File: src/rtl/bram_access_ctrl.sv
// ---------------------------------------------------------------------------
// bram_access_ctrl
//   Client-side access controller for one port pair of dual_port_bram.
//   Converts a valid/ready request stream into per-cycle BRAM strobes and
//   returns read data on a valid/ready response channel. The BRAM's one-cycle
//   read latency is absorbed by a bypass path plus a 2-entry response FIFO,
//   so reads are returned in order and held under response backpressure.
//
//   Optional build macro: BRAM_ACCESS_CTRL_CLEAR_EN
//     defined   : zero-fill of every address after reset (CLEAR state), then RUN
//     undefined : RUN directly after reset, memory contents untouched
//
// Ports
//   i_CLK, i_RST_N                 clock, async active-low reset
//   i_REQ_VALID/o_REQ_READY        request handshake
//   i_REQ_WRITE/ADDRESS/DATA       request payload (1 = write, 0 = read)
//   o_RSP_VALID/i_RSP_READY        read response handshake
//   o_RSP_DATA                     read response data
//   o_MEM_WRITE_*                  BRAM write port strobes
//   o_MEM_READ_ENABLE/ADDRESS      BRAM read port strobes
//   i_MEM_READ_DATA                BRAM registered read data
//   o_INIT_DONE                    controller is in RUN
// ---------------------------------------------------------------------------
module bram_access_ctrl #(
  parameter int DATA_WIDTH = 8,
  parameter int ADDR_WIDTH = 4
) (
  input  logic                  i_CLK,
  input  logic                  i_RST_N,
  input  logic                  i_REQ_VALID,
  output logic                  o_REQ_READY,
  input  logic                  i_REQ_WRITE,
  input  logic [ADDR_WIDTH-1:0] i_REQ_ADDRESS,
  input  logic [DATA_WIDTH-1:0] i_REQ_DATA,
  output logic                  o_RSP_VALID,
  input  logic                  i_RSP_READY,
  output logic [DATA_WIDTH-1:0] o_RSP_DATA,
  output logic                  o_MEM_WRITE_ENABLE,
  output logic [ADDR_WIDTH-1:0] o_MEM_WRITE_ADDRESS,
  output logic [DATA_WIDTH-1:0] o_MEM_WRITE_DATA,
  output logic                  o_MEM_READ_ENABLE,
  output logic [ADDR_WIDTH-1:0] o_MEM_READ_ADDRESS,
  input  logic [DATA_WIDTH-1:0] i_MEM_READ_DATA,
  output logic                  o_INIT_DONE
);

  logic                  w_clear;    // zero-fill strobes active this cycle
  logic                  w_run;      // requests may be accepted this cycle
  logic [ADDR_WIDTH-1:0] w_clr_addr;

`ifdef BRAM_ACCESS_CTRL_CLEAR_EN
  typedef enum logic {S_CLEAR = 1'b0, S_RUN = 1'b1} state_t;
  state_t                r_state, w_state_nxt;
  logic [ADDR_WIDTH-1:0] r_clr_addr;

  always_ff @(posedge i_CLK or negedge i_RST_N) begin
    if (!i_RST_N) begin
      r_state    <= S_CLEAR;
      r_clr_addr <= '0;
    end else begin
      r_state <= w_state_nxt;
      if (r_state == S_CLEAR) r_clr_addr <= r_clr_addr + 1'b1;
    end
  end

  always_comb begin
    w_state_nxt = r_state;
    if (r_state == S_CLEAR && r_clr_addr == '1) w_state_nxt = S_RUN;
  end

  // Gated by the reset pin so no strobe escapes while reset is held.
  assign w_clear     = (r_state == S_CLEAR) & i_RST_N;
  assign w_run       = (r_state == S_RUN) & i_RST_N;
  assign w_clr_addr  = r_clr_addr;
  assign o_INIT_DONE = (r_state == S_RUN);
`else
  assign w_clear     = 1'b0;
  assign w_run       = i_RST_N;
  assign w_clr_addr  = '0;
  assign o_INIT_DONE = 1'b1;
`endif

  // ---------------- request acceptance ----------------
  logic                  r_rd_inflight;
  logic [1:0]            r_count;
  logic                  r_wr_ptr, r_rd_ptr;
  logic [DATA_WIDTH-1:0] r_fifo [2];
  logic [1:0]            w_occ;
  logic                  w_acc, w_wr_acc, w_rd_acc;
  logic                  w_fifo_ne, w_push, w_pop;

  // Occupancy counts every read that still owes a response slot; a read is
  // admitted only when a FIFO slot is guaranteed for its data.
  assign w_occ       = {1'b0, r_rd_inflight} + r_count;
  assign o_REQ_READY = w_run & (i_REQ_WRITE | (w_occ < 2'd2));
  assign w_acc       = i_REQ_VALID & o_REQ_READY;
  assign w_wr_acc    = w_acc & i_REQ_WRITE;
  assign w_rd_acc    = w_acc & ~i_REQ_WRITE;

  always_comb begin
    o_MEM_WRITE_ENABLE  = 1'b0;
    o_MEM_WRITE_ADDRESS = '0;
    o_MEM_WRITE_DATA    = '0;
    o_MEM_READ_ENABLE   = 1'b0;
    o_MEM_READ_ADDRESS  = '0;
    if (w_clear) begin
      o_MEM_WRITE_ENABLE  = 1'b1;
      o_MEM_WRITE_ADDRESS = w_clr_addr;
    end else if (w_wr_acc) begin
      o_MEM_WRITE_ENABLE  = 1'b1;
      o_MEM_WRITE_ADDRESS = i_REQ_ADDRESS;
      o_MEM_WRITE_DATA    = i_REQ_DATA;
    end
    if (w_rd_acc) begin
      o_MEM_READ_ENABLE  = 1'b1;
      o_MEM_READ_ADDRESS = i_REQ_ADDRESS;
    end
  end

  // ---------------- response path ----------------
  assign w_fifo_ne   = (r_count != 2'd0);
  assign o_RSP_VALID = w_fifo_ne | r_rd_inflight;
  // Older buffered data goes first; fresh BRAM data bypasses only when empty.
  assign o_RSP_DATA  = w_fifo_ne     ? r_fifo[r_rd_ptr] :
                       r_rd_inflight ? i_MEM_READ_DATA  : '0;
  assign w_pop       = w_fifo_ne & i_RSP_READY;
  // Arriving data is buffered unless the bypass hands it out this cycle.
  assign w_push      = r_rd_inflight & ~(~w_fifo_ne & i_RSP_READY);

  always_ff @(posedge i_CLK or negedge i_RST_N) begin
    if (!i_RST_N) begin
      r_rd_inflight <= 1'b0;
      r_count       <= 2'd0;
      r_wr_ptr      <= 1'b0;
      r_rd_ptr      <= 1'b0;
    end else begin
      r_rd_inflight <= w_rd_acc;
      if (w_push) r_wr_ptr <= ~r_wr_ptr;
      if (w_pop)  r_rd_ptr <= ~r_rd_ptr;
      case ({w_push, w_pop})
        2'b10:   r_count <= r_count + 2'd1;
        2'b01:   r_count <= r_count - 2'd1;
        default: r_count <= r_count;
      endcase
    end
  end

  // Storage needs no reset: entries are only read while counted valid.
  always_ff @(posedge i_CLK) begin
    if (w_push) r_fifo[r_wr_ptr] <= i_MEM_READ_DATA;
  end

endmodule
File: config.mk
export PLATFORM = sky130hd
export DESIGN_NAME = bram_access_ctrl
export DESIGN_NICKNAME = d
export VERILOG_FILES = /design/src/rtl/bram_access_ctrl.sv
export SDC_FILE = /design/constraint.sdc
export NUM_CORES = 1
export LEC_CHECK = 0
export ABC_CLOCK_PERIOD_IN_PS = 2000
export BUFFER_PORTS_ARGS = -buffer_cell sky130_fd_sc_hd__buf_4
export CAP_MARGIN = 10
export CORE_MARGIN = 4
export CORE_UTILIZATION = 40
export CTS_BUF_LIST = sky130_fd_sc_hd__clkbuf_8 sky130_fd_sc_hd__clkbuf_16
export CTS_CLUSTER_SIZE = 8
export DETAILED_ROUTE_END_ITERATION = 10
export GPL_TIMING_DRIVEN = 0
export HOLD_SLACK_MARGIN = 0.02
export PLACE_DENSITY_LB_ADDON = 0.05
export RECOVER_POWER = 25
export SYNTH_ARGS = -nofsm -noshare
export SYNTH_HDL_FRONTEND = slang
export SYNTH_SLANG_ARGS = --single-unit
File: constraint.sdc
create_clock -name i_CLK -period 2 [get_ports i_CLK]
set_clock_uncertainty 0.2 [all_clocks]
set_input_delay 0.4 -clock i_CLK [delete_from_list [all_inputs] [get_ports i_CLK]]
set_output_delay 0.4 -clock i_CLK [all_outputs]
set_load 0.02 [all_outputs]
# Yosys cells after proc, flatten, opt, wreduce, memory -nomap -nowiden
# Memories as Yosys holds them, arrays and structs flattened.
# Cells that the tools add are included.
dict set report word_totals {
  ff_bits 5
  latch_bits 0
  ramBits 16
  mem_bits_ro 0
  in_bits 25
  output_inout_bits 29
  elab_cells 37
  mem_count 1
}
dict set report op_classes {
  addsub 3
  mul 0
  n_div 0
  order_cmp 1
  n_eq_ne 2
  n_shift 0
  mux 10
  bitwise_logic 14
  reduce_logical 2
}
# memory depth width rd rd_ports_with_merged_regs wr line
set memory_table {}
lappend memory_table {r_fifo 2 8 1 0 1 87} ;# logic [DATA_WIDTH-1:0] r_fifo [2];
# operator count
set ops {}
lappend ops {{$mux 8} 3}
lappend ops {{$mux 4} 2}
lappend ops {{$and 1x1->1} 7}
lappend ops {{$not 1->1} 5}
lappend ops {{$mux 1} 4}
lappend ops {{$pmux 2 s2} 1}
lappend ops {{$reduce_bool 2->1} 2}
lappend ops {{$add 1x2->2} 1}
lappend ops {{$add 2x1->2 const B} 1}
lappend ops {{$eq 2x1->1 const B} 1}
lappend ops {{$eq 2x2->1 const B} 1}
lappend ops {{$lt 2x2->1 const B} 1}
lappend ops {{$or 1x1->1} 2}
lappend ops {{$sub 2x1->2 const B} 1}

# Logic depth before layout (Yosys ltp)
dict set report depth {
  word_depth 7
  ltp_mapped 7
  mapped_depth_nobuf 6
}

# Worst setup path before layout
# No wires, ideal clock.
dict set report synth_timing {
  path_kind {reg2out}
  start {register r_count[0]}
  end {output port o_MEM_READ_ADDRESS[0]}
  arrival_time_ps 1408
  t_required_ps 1400
  slack_ps -8
  path_stages_with_launch 5
  n_path_buf 1
  path_cell_list {dfrtp_1 buf_6 and3b_1 nor4_4 and2_1}
}
dict set report synth_between {
  elab_chain_cells 7
}
# element line
set synth_rtl {}
lappend synth_rtl {{start: declaration} 85} ;# logic [1:0] r_count;
lappend synth_rtl {{start signal: assignment} 141} ;# 2'b10: r_count <= r_count + 2'd1;
lappend synth_rtl {{start signal: assignment} 142} ;# 2'b01: r_count <= r_count - 2'd1;
lappend synth_rtl {{start signal: assignment} 143} ;# default: r_count <= r_count;
lappend synth_rtl {{$add 1x2->2} 94} ;# assign w_occ = {1'b0, r_rd_inflight} + r_count;
lappend synth_rtl {{$lt 2x2->1} 95} ;# assign o_REQ_READY = w_run & (i_REQ_WRITE | (w_occ < 2'd2));
lappend synth_rtl {{$or 1x1->1} 95}
lappend synth_rtl {{$and 1x1->1} 95}
lappend synth_rtl {{$and 1x1->1} 96} ;# assign w_acc = i_REQ_VALID & o_REQ_READY;
lappend synth_rtl {{$and 1x1->1} 98} ;# assign w_rd_acc = w_acc & ~i_REQ_WRITE;
lappend synth_rtl {{$mux 4} 114} ;# if (w_rd_acc) begin
lappend synth_rtl {{end: declaration} 42} ;# output logic [ADDR_WIDTH-1:0] o_MEM_READ_ADDRESS,
# Every way passes these cells.

# Final worst setup path
dict set report layout_timing {
  start {register r_count[1]}
  end {output port o_MEM_READ_ADDRESS[2]}
}
# The elaborated chain is that of the path after synthesis.

==> impl_metrics.ini <==
[status]
status = finished, violations left
violations = negative setup slack

[critical_path]
crit_chain = a21boi_1, nor4_4, and2_2, buf_4
required_ns = 1.40
cp.depth = 4
worstPathArrival_ns = 1.57
reg2reg_depth = 7
cp.buffers_inverters = 1
startpoint_type = register
slowest_delay_ns = 0.44
cpLargestDelayFamily = simple AND/OR/NAND/NOR gates
endpoint_kind = output port
critPathSlowestCell = dfrtp_2
crit_type = reg -> out
critPathMaxFanout = 6

[layout]
final_layout_size_suffix_gt1_share_pct = 47.1
n_antenna_cell = 0
finalNetCount = 180
area_delta_synth_final_pct = 53.0
final_common_cell = buf_4
fillers = 231
design_area_um2 = 1640
layout_common_cells = buf_4 (51), edfxtp_1 (16), and2_1 (14)
final-instance-count-excl-fill = 183
fin_util_pct = 64.9

[global_route]
grt_max_degree = 12
antenna_found_initial = 0
grt_pass1_vias = 934
gr-total-overflow = 0
grt_first_pass_wirelength_mm = 4.05
gr-usage-all-layers_pct = 14.7

[cts]
numCtsBuffers = 3
clk-insertion-delay-late_ns = 0.25
root_buffer = clkbuf_8
tritoncts = yes
cts.htree.levels = 1
clk_pin_slew_worst_paths_ns = 0.08
clockBufferDepth = 2
cts.sinks = 21

[die]
io-pin-count = 54
fp.dieArea_um2 = 3570
core_um2 = 2520
die_h_um = 59.7
die_w_um = 59.7
num_rows = 18
initial_utilization_pct = 42.4

[route]
drt_wl_total_mm = 2.49
num_vias = 876
drt-pass1-iter-count = 4
viasPerCell = 4.79
drc = 0
drt_iter0_markers = 16
postRouteAntennaNets = 0
post_drt_wl_per_cell_um = 13.6

[place]
numPortBuffers = 52
hpwlAfterDp_mm = 1.91
pre_cts_ws_ns = -0.0488
dp_cells = 171
placed_cell_area_um2 = 1500
gp_congestion = 0.687

[sta]
timing_hold_violations_final = 0
fin_ws_ns = -0.167
rsz0062_at_grt = true
setup_viol = 13
fin_setup_tns_ns = -1.06
period_needed_ns = 2.17
drv_slew = 0
fin_crit_sh_pct = 108
fmax_mhz = 462

[hold_path]
hold_path.class = in -> reg
worstHoldPathCells = 1

[pwr]
p_per_area_nw_per_um2 = 1070
peakVddDrop_uv = 817
leakage_nw = 0.732

[synth]
synth_top_family_by_area = simple AND/OR/NAND/NOR gates
yosysSeqAreaShare_pct = 56.6
synth_edf_count = 16
yosysTopAreaCellShare_pct = 44.9
synth-seq-cells = 21
synth-simple-area-share_pct = 20.2
ys_warn_count = 0
postSynthCellCount = 89
synth_area_leader_cell = edfxtp_1
synth-adder-area-share_pct = 1.17
async_flop_share_pct = 23.8
synth_compound_area_share_pct = 6.08
synth_ff_type = edfxtp_1
synth_xor_xnor_area_share_pct = 4.09
ys_types = 25
synth_area_leaders = edfxtp_1 (45%), dfrtp_1 (12%), and2_1 (9.9%), mux2i_1 (7.5%), nand3_1 (3.7%)
synth_nets = 115
synth.area.mux_share_pct = 7.49
syn_area_um2 = 1070
syn_avg_cell_area_um2 = 12.0

[job]
drv_cap = 0
## state kept, by name (all words and copies together), names as in the netlist
signal and flops:
r_fifo 16, r_count 2, r_rd_inflight 1, r_rd_ptr 1, r_wr_ptr 1
## metrics by stage
stage                     hold slack (ns)  power (mW)
after detailed placement           0.0156        1.36
final                               0.146        1.76
after global placement             0.0145        1.36
after floorplan                   -0.0956        1.08
after global routing                0.136        1.88
after CTS                           0.133        1.72
## cells by family (layout without fill, tap and decap cells)
family,Yosys count,in the layout
simple gates,35,35
flops,21,21
compound gates,11,11
mux,8,8
buf+inv,7,71
xor+xnor,5,5
fa+ha+maj,1,1
other cells,1,1
## cell usage after synthesis (2+ instances only)
cell      number
o21ai_0        8
mux2i_1        8
xnor2_1        3
dfrtp_1        5
nor2_1         3
edfxtp_1      16
buf_2          4
nand3_1        8
xor2_1         2
and2_1        17
## worst register-to-register path, cell delays in order, from the launching register on
cell and delay (ns):
dfrtp_1 0.41, buf_4 0.17, nor2_4 0.15, buf_4 0.15, a21bo_4 0.18, ha_1 0.26
nor2_1 0.13, xor2_1 0.15
## metal layers
| metal | GRT usage, % | part of all wire (%) |
|---|---|---|
| met5 | 0 | 0 |
| met4 | 1.90 | 0 |
| met3 | 4.32 | 6.9 |
| met2 | 29.0 | 56 |
| met1 | 15.4 | 37 |
## final cells by class
| type | instances | area, um2 | area share, % |
|---|---|---|---|
| Clock inverter | 1 | 3.75 | 0.229 |
| Multi-Input combinational cell | 61 | 454 | 27.8 |
| Timing Repair Buffer | 61 | 453 | 27.7 |
| Inverter | 1 | 3.75 | 0.229 |
| Tap cell | 30 | 37.5 | 2.29 |
| Buffer | 5 | 36.3 | 2.22 |
| Clock buffer | 3 | 41.3 | 2.52 |
| Sequential cell | 21 | 607 | 37.1 |
## worst paths after layout
| check | from | endpoint | slack [ns] |
|---|---|---|---|
| worst min register to register | r_wr_ptr | r_wr_ptr | 0.35 |
| worst max register to register | r_count[0] | r_count[1] | 0.12 |
| worst min-delay path | i_MEM_READ_DATA[2] | r_fifo[0][2] | 0.15 |
| max in group asynchronous | i_RST_N | r_count[1] | 1.05 |
| worst max-delay path | r_count[1] | o_MEM_READ_ADDRESS[2] | -0.17 |
| min in group asynchronous | i_RST_N | r_count[0] | 0.34 |
## power by group
| group | switching [mW] | internal [mW] | leakage, nW |
|---|---|---|---|
| combinational | 0.465 | 0.442 | 0.501 |
| sequential | 0.0481 | 0.538 | 0.204 |
| clock | 0.128 | 0.136 | 0.0269 |
| total | 0.641 | 1.12 | 0.732 |
## what timing repair did
item,in CTS,in global routing
hold buffers,1,0
endpoints found under the setup margin,30,32
pin swaps,1,0
setup buffers,5,3
hold endpoints to repair,5,0
gates resized for setup,13,10
Power figures use the tool's default switching activity.
